[src/rtl/crc_byte_feeder.sv]
// crc_byte_feeder: unpacks 8/16/32-bit bus writes into a byte circular buffer
// and hands bytes one at a time to the CRC engine over a valid/ready handshake.
module crc_byte_feeder #(
  parameter int unsigned DEPTH     = 8,
  parameter bit          MSB_FIRST = 1'b0
) (
  input  logic                     clk,
  input  logic                     rst_n,
  input  logic                     wr_en,
  input  logic [1:0]               wr_size,
  input  logic [31:0]              wr_data,
  input  logic                     wr_last,
  output logic                     wr_ready,
  input  logic                     flush,
  output logic                     byte_valid,
  output logic [7:0]               byte_data,
  output logic                     byte_last,
  input  logic                     byte_ready,
  output logic [$clog2(DEPTH):0]   level,
  output logic                     overflow,
  input  logic                     clr_ovf
);

  localparam int unsigned AW = $clog2(DEPTH);
  localparam int unsigned CW = AW + 1;

  logic [8:0]    mem_q [DEPTH];
  logic [8:0]    mem_d [DEPTH];
  logic [AW-1:0] wr_ptr_q, wr_ptr_d;
  logic [AW-1:0] rd_ptr_q, rd_ptr_d;
  logic [CW-1:0] count_q, count_d;
  logic          ovf_q, ovf_d;

  logic [2:0]    n_bytes;
  logic [CW-1:0] free_space;
  logic          wr_req;
  logic          push;
  logic          reject;
  logic          pop;

  // Decode write size into a byte count and judge space on the pre-pop count.
  always_comb begin
    n_bytes = 3'd0;
    unique case (wr_size)
      2'b00:   n_bytes = 3'd1;
      2'b01:   n_bytes = 3'd2;
      2'b10:   n_bytes = 3'd4;
      default: n_bytes = 3'd0;
    endcase
    free_space = CW'(DEPTH) - count_q;
    wr_ready   = (free_space >= CW'(n_bytes));
    wr_req     = wr_en && (wr_size != 2'b11);
    push       = wr_req && wr_ready && !flush;
    reject     = wr_req && !wr_ready;
    pop        = (count_q != '0) && byte_ready && !flush;
  end

  // Scatter the accepted write bytes into the ring starting at wr_ptr.
  always_comb begin
    int sel;
    logic [AW-1:0] idx;
    sel = 0;
    idx = '0;
    mem_d = mem_q;
    if (push) begin
      for (int k = 0; k < 4; k++) begin
        if (k < int'(n_bytes)) begin
          sel = MSB_FIRST ? (int'(n_bytes) - 1 - k) : k;
          idx = wr_ptr_q + AW'(k);
          mem_d[idx] = {wr_last && (k == int'(n_bytes) - 1), wr_data[8*sel +: 8]};
        end
      end
    end
  end

  // Pointer, count and sticky overflow next-state; flush overrides push/pop.
  always_comb begin
    wr_ptr_d = wr_ptr_q;
    rd_ptr_d = rd_ptr_q;
    count_d  = count_q;
    ovf_d    = ovf_q;
    if (flush) begin
      wr_ptr_d = '0;
      rd_ptr_d = '0;
      count_d  = '0;
    end else begin
      if (push) begin
        wr_ptr_d = wr_ptr_q + AW'(n_bytes);
      end
      if (pop) begin
        rd_ptr_d = rd_ptr_q + AW'(1);
      end
      count_d = count_q + (push ? CW'(n_bytes) : '0) - (pop ? CW'(1) : '0);
    end
    if (clr_ovf) begin
      ovf_d = 1'b0;
    end
    // A rejected write beats a coincident clear.
    if (reject) begin
      ovf_d = 1'b1;
    end
  end

  // Control state with synchronous active-low reset.
  always_ff @(posedge clk) begin
    if (!rst_n) begin
      wr_ptr_q <= '0;
      rd_ptr_q <= '0;
      count_q  <= '0;
      ovf_q    <= 1'b0;
    end else begin
      wr_ptr_q <= wr_ptr_d;
      rd_ptr_q <= rd_ptr_d;
      count_q  <= count_d;
      ovf_q    <= ovf_d;
    end
  end

  // Byte storage; contents are don't-care after reset so it is not reset.
  always_ff @(posedge clk) begin
    mem_q <= mem_d;
  end

  assign byte_valid = (count_q != '0);
  assign byte_data  = mem_q[rd_ptr_q][7:0];
  assign byte_last  = mem_q[rd_ptr_q][8];
  assign level      = count_q;
  assign overflow   = ovf_q;

endmodule

[config.mk]
export PLATFORM = sky130hd
export DESIGN_NAME = crc_byte_feeder
export DESIGN_NICKNAME = d
export VERILOG_FILES = /design/src/rtl/crc_byte_feeder.sv
export SDC_FILE = /design/constraint.sdc
export NUM_CORES = 1
export LEC_CHECK = 0
export ABC_AREA = 1
export BUFFER_PORTS_ARGS = -buffer_cell sky130_fd_sc_hd__buf_2
export CAP_MARGIN = 20
export CORE_MARGIN = 4
export CORE_UTILIZATION = 57
export CTS_BUF_LIST = sky130_fd_sc_hd__clkbuf_2 sky130_fd_sc_hd__clkbuf_4 sky130_fd_sc_hd__clkbuf_8
export CTS_CLUSTER_SIZE = 25
export DETAILED_ROUTE_END_ITERATION = 6
export PLACE_DENSITY = 0.85
export SYNTH_ARGS = -nofsm -noshare
export SYNTH_HDL_FRONTEND = slang
export SYNTH_SLANG_ARGS = --single-unit
[constraint.sdc]
create_clock -name clk -period 4.3 [get_ports clk]
set_clock_uncertainty 0.15 [all_clocks]
set_input_delay 0.215 -clock clk [delete_from_list [all_inputs] [get_ports clk]]
set_output_delay 0.215 -clock clk [all_outputs]
set_load 0.005 [all_outputs]
==> results.json <==
{
  "status": "completed",
  "dr.pass1.iters": 7,
  "start_util_pct": 59.1,
  "power_density_nw_per_um2": 267,
  "post_cts_buffers": 0,
  "synth-seq-cells": 83,
  "worst_pin_slew_ns": 0.805,
  "seq_area_um2": 2380,
  "clk_pin_slew_ns": 0.08,
  "insertion_delay_ns": 0.37,
  "core_um2": 12800,
  "min_from": "flush",
  "cp_data_arrival_time_ns": 3.26,
  "maxCapViolCount": 0,
  "critPathRequiredTime_ns": 4.42,
  "reg2reg_depth": 17,
  "yosys-top-cells-area": "edfxtp_1, nand2_1, nand3_1",
  "fill_cells": 1241,
  "critPathMaxFanout": 6,
  "grt_usage_pct": 38.1,
  "synthCells": 1196,
  "final_cell_area_um2": 8150,
  "startpoint": "level[0]$_SDFF_PP0_",
  "ys.flop_type": "edfxtp_1",
  "grt_first_pass_wirelength_um": 43000,
  "synth_cell_types": 36,
  "timing.fmax_ghz": 0.318,
  "relSlewSlack_pct": 46.2,
  "drc": 0,
  "cts-resized-gates": 0,
  "drive_above_1_share_pct": 11.1,
  "postRouteWirelength_um": 28900,
  "cts_hold_buf": 2,
  "htree_levels": 3,
  "die_width_um": 123,
  "place_area_um2": 7910,
  "path_class": "register to register",
  "timing.rr.start": "level[0]$_SDFF_PP0_",
  "whs_path_depth": 4,
  "gp_congestion": 1.01,
  "fin_setup_tns_ns": 0,
  "synth_most_common_cell": "nand2_1",
  "grt_max_degree": 49,
  "post-dp-hpwl_um": 19600,
  "syn_nets": 1259,
  "grt_remaining_overflow": 0,
  "start_kind": "register",
  "avgSynthCellArea_um2": 6.34,
  "cts_buffers": 9,
  "timing.final.crit_share_pct": 73.1,
  "chipHeight_um": 123,
  "rsz0062_at_grt": "false",
  "netlist_area_um2": 7580,
  "final_nets": 1289,
  "grt_pass1_vias": 7569,
  "setup_viol_count_final": 0,
  "layout_min_cycle_time_ns": 3.14,
  "drv_slew": 0,
  "num_vias": 8586,
  "clock_path_buffers": 2,
  "ir_worst_vdd_mv": 0.195,
  "yosysSeqAreaShare_pct": 31.4,
  "synth_edf_count": 72,
  "synthTopCellsByCount": "nand2_1, inv_1, nand3_1",
  "p_leak_uw": 0.00381,
  "area_growth_pct": 7.44,
  "worst_hold_path_type": "input port to register",
  "drt_iter0_drc": 1617,
  "synthArstFlopShare_pct": 0,
  "netlist.area_leader.share_pct": 28.5,
  "hold_violations": 0,
  "io_buffers": 56,
  "via_per_inst": 6.12,
  "diodes": 0,
  "dieArea_um2": 15200,
  "cts_tree": "yes",
  "antenna_found_initial": 0,
  "top_level_ports": 57,
  "multi_input_area_um2": 4390,
  "yosysTopAreaCell": "edfxtp_1",
  "wl_per_cell_um": 20.6,
  "ant_nets": 0,
  "root_buffer": "clkbuf_8",
  "clock-sinks": 83,
  "synth_warnings": 0,
  "rows": 41,
  "cp-end-kind": "register"
}
==> stage by stage <==
step | std cells | power (µW) | util [%] | setup slack, ns | hold WS, ns
6_report | 1403 | 2170 | 63.5 | 1.16 | 0.0497
5_1_grt | 1403 | 2250 | 63.5 | 0.891 | 0.0586
4_1_cts | 1403 | 2150 | 63.5 | 1.19 | 0.0308
3_5_place_dp | 1385 | 1500 | 61.7 | 1.17 | 0.324
3_3_place_gp | 1385 | 1480 | 61.7 | 1.27 | 0.297
2_1_floorplan | 1196 | 1330 | - | 0.374 | 0.197
==> sequential cells by signal, indices dropped and copies added (netlist names) <==
register  cells
wr_ptr_q      3
mem_q        72
rd_ptr_q      3
overflow      1
level         4
==> metal layers <==
| metal | up-vias | wire length (µm) | part of all wire (%) | track usage [%] |
|---|---|---|---|---|
| li1 | 3920 | - | - | - |
| met1 | 3762 | 10400 | 36 | 51.3 |
| met2 | 757 | 12600 | 44 | 58.0 |
| met3 | 147 | 4460 | 15 | 9.56 |
| met4 | 0 | 1430 | 4.9 | 17.0 |
| met5 | - | 0 | 0 | 0 |
==> cell usage in the layout, fill, tap and decap left out, drive strengths merged, types with 2 or more instances in the layout <==
cell type    instances
nand4                8
o211ai              11
ha                  20
fa                   2
buf                 67
dfxtp               11
o22ai               16
a21oi               82
clkbuf              12
clkinv               5
nor2               111
xor2                 2
o21ai               80
nor3                 5
edfxtp              72
xnor2                3
bufinv               2
nand2              454
nand3              120
inv                142
dlygate4sd3          2
==> critical path, stage by stage (launching register included) <==
cell and delay [ns]:
dfxtp_1 0.36, inv_1 0.10, ha_1 0.30, ha_1 0.28, o21ai_0 0.07, nand2_1 0.07
nand2_1 0.08, nand2_1 0.09, nand2_1 0.21, clkinvlp_4 0.18, nand2_1 0.09, ha_1 0.22
inv_1 0.05, ha_1 0.16, inv_1 0.06, fa_1 0.37, xor2_1 0.15, nor2_1 0.05
==> cell families (layout without fill, tap and decap cells) <==
logic type / count (synthesis) / in the layout / synth area share (%)
xor gates and xnor gates: 5 / 5 / 0.577
and+or+nand+nor: 700 / 700 / 40.3
adders and majority gates: 22 / 22 / 3.83
DFF: 83 / 83 / 31.4
AOI/OAI and AO/OA: 190 / 190 / 13.2
buffers and inverters: 196 / 231 / 10.7
==> area by class of cell <==
class                           count  area share (%)
Sequential cell                    83            29.2
Clock inverter                      4           0.906
Tap cell                          172            2.64
Inverter                          146            6.83
Timing Repair Buffer               69            4.70
Clock buffer                       12            1.80
Multi-Input combinational cell    917            53.9
==> final timing paths <==
kind | endpoint | slack, ns
max | level[2]$_SDFF_PP0_ | 1.16
min | wr_ptr_q[2]$_SDFFE_PP0N_ | 0.05
max reg2reg | level[2]$_SDFF_PP0_ | 1.16
min reg2reg | level[3]$_SDFF_PP0_ | 0.47
==> where the power goes <==
part | switching (µW) | total, µW | internal [µW]
Sequential | 29.7 | 977 | 947
Clock | 323 | 672 | 349
Combinational | 362 | 525 | 163
(Power assumes the default switching activity.)
